[src/rtl/gemm_dot_accum.sv]
// Multi-lane signed dot-product accumulator: LANES products per beat, registered
// adder tree, K-beat accumulation onto an initial sum, valid/ready result output.
module gemm_dot_accum #(
  parameter int DATA_WIDTH = 16,
  parameter int LANES      = 4,
  parameter int ACC_WIDTH  = 48,
  parameter int K_WIDTH    = 16
) (
  input  logic                          iclk,
  input  logic                          irst,
  input  logic                          istart,
  input  logic [K_WIDTH-1:0]            icfg_k_len,
  input  logic                          icfg_saturate,
  input  logic [ACC_WIDTH-1:0]          iinit_sum,
  input  logic                          ivalid,
  output logic                          oready,
  input  logic [LANES*DATA_WIDTH-1:0]   ia_vec,
  input  logic [LANES*DATA_WIDTH-1:0]   ib_vec,
  output logic [ACC_WIDTH-1:0]          osum,
  output logic                          osum_valid,
  input  logic                          iosum_ready,
  output logic                          obusy,
  output logic                          ooverflow
);

  localparam int PROD_W = 2 * DATA_WIDTH;
  localparam int SUM_W  = PROD_W + $clog2(LANES);
  localparam logic [ACC_WIDTH-1:0] ACC_MAX = {1'b0, {(ACC_WIDTH-1){1'b1}}};
  localparam logic [ACC_WIDTH-1:0] ACC_MIN = {1'b1, {(ACC_WIDTH-1){1'b0}}};

  typedef enum logic [1:0] {S_IDLE, S_ACCUM, S_DRAIN, S_HOLD} state_t;

  state_t                      r_state;
  state_t                      w_next;
  logic [K_WIDTH-1:0]          r_k_len;
  logic [K_WIDTH-1:0]          r_cnt;
  logic                        r_sat;
  logic                        r_p1_valid;
  logic                        r_p2_valid;
  logic signed [PROD_W-1:0]    r_prod [LANES];
  logic signed [PROD_W-1:0]    w_prod [LANES];
  logic signed [SUM_W-1:0]     w_tree;
  logic signed [SUM_W-1:0]     r_sum;
  logic signed [ACC_WIDTH-1:0] w_ext;
  logic signed [ACC_WIDTH:0]   w_wide;
  logic                        w_ovf;
  logic [ACC_WIDTH-1:0]        w_acc_next;
  logic [ACC_WIDTH-1:0]        r_acc;
  logic                        r_ovf;
  logic                        w_accept;
  logic                        w_last;
  logic                        w_load;

  assign w_accept = ivalid && (r_state == S_ACCUM);
  assign w_last   = w_accept && ((r_cnt + K_WIDTH'(1)) == r_k_len);
  assign w_load   = istart && (r_state == S_IDLE);

  always_ff @(posedge iclk) begin
    if (irst) r_state <= S_IDLE;
    else      r_state <= w_next;
  end

  always_comb begin
    w_next     = r_state;
    oready     = 1'b0;
    obusy      = 1'b1;
    osum_valid = 1'b0;
    case (r_state)
      S_IDLE: begin
        obusy = 1'b0;
        if (istart) w_next = (icfg_k_len == '0) ? S_DRAIN : S_ACCUM;
      end
      S_ACCUM: begin
        oready = 1'b1;
        if (w_last) w_next = S_DRAIN;
      end
      S_DRAIN: begin
        if (!r_p1_valid && !r_p2_valid) w_next = S_HOLD;
      end
      S_HOLD: begin
        osum_valid = 1'b1;
        if (iosum_ready) w_next = S_IDLE;
      end
      default: w_next = S_IDLE;
    endcase
  end

  always_comb begin
    for (int unsigned i = 0; i < LANES; i++) begin
      w_prod[i] = PROD_W'($signed(ia_vec[i*DATA_WIDTH +: DATA_WIDTH]))
                * PROD_W'($signed(ib_vec[i*DATA_WIDTH +: DATA_WIDTH]));
    end
  end

  always_comb begin
    w_tree = '0;
    for (int unsigned i = 0; i < LANES; i++) begin
      w_tree = w_tree + SUM_W'(r_prod[i]);
    end
  end

  always_ff @(posedge iclk) begin
    if (irst) begin
      r_p1_valid <= 1'b0;
      r_p2_valid <= 1'b0;
    end else begin
      r_p1_valid <= w_accept;
      r_p2_valid <= r_p1_valid;
    end
    if (w_accept) begin
      for (int unsigned i = 0; i < LANES; i++) r_prod[i] <= w_prod[i];
    end
    if (r_p1_valid) r_sum <= w_tree;
  end

  // One guard bit: overflow is a mismatch between the guard and the result sign.
  assign w_ext  = ACC_WIDTH'(r_sum);
  assign w_wide = $signed({r_acc[ACC_WIDTH-1], r_acc}) + $signed({w_ext[ACC_WIDTH-1], w_ext});
  assign w_ovf  = w_wide[ACC_WIDTH] ^ w_wide[ACC_WIDTH-1];

  always_comb begin
    w_acc_next = w_wide[ACC_WIDTH-1:0];
    if (w_ovf && r_sat) w_acc_next = w_wide[ACC_WIDTH] ? ACC_MIN : ACC_MAX;
  end

  always_ff @(posedge iclk) begin
    if (irst) begin
      r_acc   <= '0;
      r_ovf   <= 1'b0;
      r_cnt   <= '0;
      r_k_len <= '0;
      r_sat   <= 1'b0;
    end else if (w_load) begin
      r_acc   <= iinit_sum;
      r_ovf   <= 1'b0;
      r_cnt   <= '0;
      r_k_len <= icfg_k_len;
      r_sat   <= icfg_saturate;
    end else begin
      if (w_accept) r_cnt <= r_cnt + K_WIDTH'(1);
      if (r_p2_valid) begin
        r_acc <= w_acc_next;
        if (w_ovf) r_ovf <= 1'b1;
      end
    end
  end

  assign osum      = r_acc;
  assign ooverflow = r_ovf;

endmodule

[config.mk]
export PLATFORM = sky130hd
export DESIGN_NAME = gemm_dot_accum
export DESIGN_NICKNAME = d
export VERILOG_FILES = /design/src/rtl/gemm_dot_accum.sv
export SDC_FILE = /design/constraint.sdc
export NUM_CORES = 2
export LEC_CHECK = 0
export CAP_MARGIN = 20
export CELL_PAD_IN_SITES_DETAIL_PLACEMENT = 0
export CELL_PAD_IN_SITES_GLOBAL_PLACEMENT = 1
export CORE_ASPECT_RATIO = 0.9
export CORE_MARGIN = 1.5
export CORE_UTILIZATION = 54
export DETAILED_ROUTE_END_ITERATION = 8
export PLACE_DENSITY = 0.95
export SYNTH_ARGS = -nofsm -noshare
export SYNTH_HDL_FRONTEND = slang
export SYNTH_SLANG_ARGS = --single-unit
[constraint.sdc]
create_clock -name iclk -period 14.3 [get_ports iclk]
set_input_delay 2.86 -clock iclk [delete_from_list [all_inputs] [get_ports iclk]]
set_output_delay 2.86 -clock iclk [all_outputs]
set_load 0.02 [all_outputs]
==> results.sh <==
export IMPL_outcome="completed"
export IMPL_grt_use_total=0.266
export IMPL_post_cts_resized=0
export IMPL_hold_depth=2
export IMPL_die_w_um=335
export IMPL_crit_arrival_ns=10.08
export IMPL_ant_nets=0
export IMPL_synth_top_family_by_area="adder cells"
export IMPL_syn_nets=7370
export IMPL_final_nets=7469
export IMPL_synthTopCellsByArea="fa_1, ha_1, edfxtp_1, inv_1, and2_1"
export IMPL_fmax_ghz=0.102
export IMPL_first_iter_violations=2365
export IMPL_grt_pass1_wl_mm=214
export IMPL_clk_latency_ns=0.59
export IMPL_fillers=8308
export IMPL_vias_per_cell=5.46
export IMPL_tritoncts="done"
export IMPL_syn_avg_cell_area_um2=9.51
export IMPL_critPathKind="primary input to register"
export IMPL_ys_ff_latch=248
export IMPL_cts_setup_buffers=0
export IMPL_cts_sinks=248
export IMPL_core_um2=98300
export IMPL_max_clock_path_buffers=3
export IMPL_rsz0062_at_grt="no"
export IMPL_synth_xor_area_frac=0.0410
export IMPL_synth_simple_area_share=0.139
export IMPL_vias=38766
export IMPL_totalWireLength_mm=130
export IMPL_period_share=0.683
export IMPL_finalHoldViolations=0
export IMPL_hold_path_class="register to register"
export IMPL_synth_area_leader_cell="fa_1"
export IMPL_syn_inst=5643
export IMPL_setup_viol=0
export IMPL_synth_area_um2=53600
export IMPL_path_clk_slew_ns=0.07
export IMPL_drive_gt1_frac=0.0163
export IMPL_seq_area_frac_synth=0.123
export IMPL_cts_buffers=27
export IMPL_die_h_um=302
export IMPL_clock_root_buffer="clkbuf_16"
export IMPL_synth_top_area_frac=0.416
export IMPL_start_kind="primary input"
export IMPL_setup_ws_ns=4.53
export IMPL_die_area_um2=101000
export IMPL_worst_slew_pin_slew_ns=1.05
export IMPL_critPathCaptureType="register"
export IMPL_crit_fanout=16
export IMPL_ff2ff_path_depth=15
export IMPL_wl_per_cell_um=18.4
export IMPL_postCtsHoldBufs=0
export IMPL_async_flop_share=0
export IMPL_synthMuxAreaShare=0.000397
export IMPL_syn_to_final_growth_pct=8.45
export IMPL_gr_total_overflow=0
export IMPL_dp_hpwl_mm=108
export IMPL_grt_pass1_vias=40782
export IMPL_grt_max_degree=75
export IMPL_dp_slack_ns=3.84
export IMPL_synth_compound_area_frac=0.0862
export IMPL_yosysWarnings=0
export IMPL_htreeDepth=1
export IMPL_fin_hold_ws_ns=0.468
export IMPL_initial_core_util=0.545
export IMPL_drtPass1Iterations=5
export IMPL_antenna_found_initial=5
export IMPL_synth_cell_types=70
export IMPL_setup_tns_ns=0
export IMPL_cap_violations=0
export IMPL_rows=109
export IMPL_drv_slew=0
export IMPL_synth_edff_count=162
export IMPL_io_pins=250
export IMPL_synthAdderAreaFrac=0.513
export IMPL_synth_main_ff_cell="edfxtp_1"
export IMPL_numPortBuffers=249
export IMPL_drc=0
export IMPL_slew_headroom=0.297
export IMPL_crit_required_ns=14.61
export IMPL_period_minus_slack_ns=9.77
export IMPL_finalWeightedCongestion=0.930
export IMPL_finClkSkew_ns=0.0333
## path summary, 6_finish.rpt
check	slack (ns)	endpoint	start
max	4.53	r_prod[3][31]$_DFFE_PP_	ib_vec[49]
min reg2reg	0.47	r_k_len[1]$_SDFFE_PP0P_	r_k_len[1]$_SDFFE_PP0P_
max reg2reg	9.21	r_sum[31]$_DFFE_PP_	r_prod[3][0]$_DFFE_PP_
min	0.47	r_k_len[1]$_SDFFE_PP0P_	r_k_len[1]$_SDFFE_PP0P_
## synthesized netlist by cell type (70+ instances only)
cell and count:
inv_1 1204, fa_1 1114, nand2_1 652, and2_1 499, ha_1 415, a21oi_1 188
clkbuf_1 182, xnor2_1 181, edfxtp_1 162, o21ai_0 157, nor2_1 148, a21o_1 97
dfxtp_1 86, xor2_1 70
## routing by layer
layer  GRT usage  vias to the layer above  share of wire
met3      0.0281                      202          0.059
li1            -                    17621              -
met2       0.443                     1256           0.48
met4      0.0660                        2          0.026
met5           0                        -       0.000054
met1       0.374                    19685           0.43
## cells by family after synthesis
family | count (synthesis)
AO/OA/AOI/OAI | 698
XOR/XNOR | 251
adder cells (fa/ha/maj) | 1529
buffers and inverters | 1400
flip-flops | 248
multiplexers | 2
AND/OR/NAND/NOR | 1515
## per-stage QoR
step                       util  area (um^2)  cells
after CTS                 0.591        58100   7092
after detailed placement  0.581        57200   7042
final                     0.592        58200   7099
after global placement    0.581        57200   7042
after global routing      0.592        58200   7099
after floorplan               -        53600   5643
## worst max-delay path, stage by stage
cell and delay, ns:
clkdlybuf4s50_1 0.79, nand2_1 0.30, inv_1 0.11, fa_1 0.71
inv_1 0.11, fa_1 0.57, fa_1 0.45, fa_1 0.59
fa_1 0.44, fa_1 0.49, inv_1 0.04, ha_1 0.18
a2111oi_0 0.41, o31ai_1 0.18, a221o_1 0.37, or3_1 0.32
o21ai_0 0.37, o2111ai_1 0.18, a21oi_1 0.25, o21bai_1 0.09
a21oi_1 0.17, xnor2_1 0.09
## state kept, by name, summed over array words and instances (netlist names)
signal and cells:
r_p1_valid 1, r_prod 128, r_sum 34, ooverflow 1
osum 48, r_state 2, r_cnt 16, r_sat 1
r_k_len 16, r_p2_valid 1
## placed cells by master, fill, tap and decap left out, types with 11 or more instances in the layout
cell type / netlist / layout
ha_1: 415 / 415
or3_1: 20 / 20
nand3_1: 41 / 41
clkbuf_16: 0 / 29
clkdlybuf4s50_1: 0 / 248
o21bai_1: 32 / 32
a221oi_1: 30 / 30
o21ai_0: 157 / 157
a311oi_1: 28 / 28
and2_1: 499 / 498
nor2b_1: 16 / 16
inv_1: 1204 / 1203
nand2b_1: 37 / 37
nand2_1: 652 / 652
buf_4: 0 / 14
a31oi_1: 12 / 12
nor3_1: 19 / 19
edfxtp_1: 162 / 162
nand4_1: 18 / 18
dfxtp_1: 86 / 86
fa_1: 1114 / 1114
a211oi_1: 20 / 20
a21oi_1: 188 / 188
and3_1: 29 / 29
o211ai_1: 16 / 16
o21a_1: 21 / 21
a211o_1: 11 / 11
a21o_1: 97 / 97
xor2_1: 70 / 70
nor2_1: 148 / 147
xnor2_1: 181 / 180
## cell type report
class | count | area (um^2) | share of cell area
Multi-Input combinational cell | 3995 | 41800 | 0.718
Sequential cell | 248 | 6590 | 0.113
Inverter | 1204 | 4520 | 0.0777
Timing Repair Buffer | 266 | 2630 | 0.0452
Tap cell | 1332 | 1670 | 0.0286
Clock buffer | 35 | 761 | 0.0131
Clock inverter | 15 | 204 | 0.00351
Antenna cell | 4 | 10.0 | 0.000172
Power is left out: the tool's default activity adds up to more than one toggle a clock period on the data nets, which glitch-free logic cannot reach.
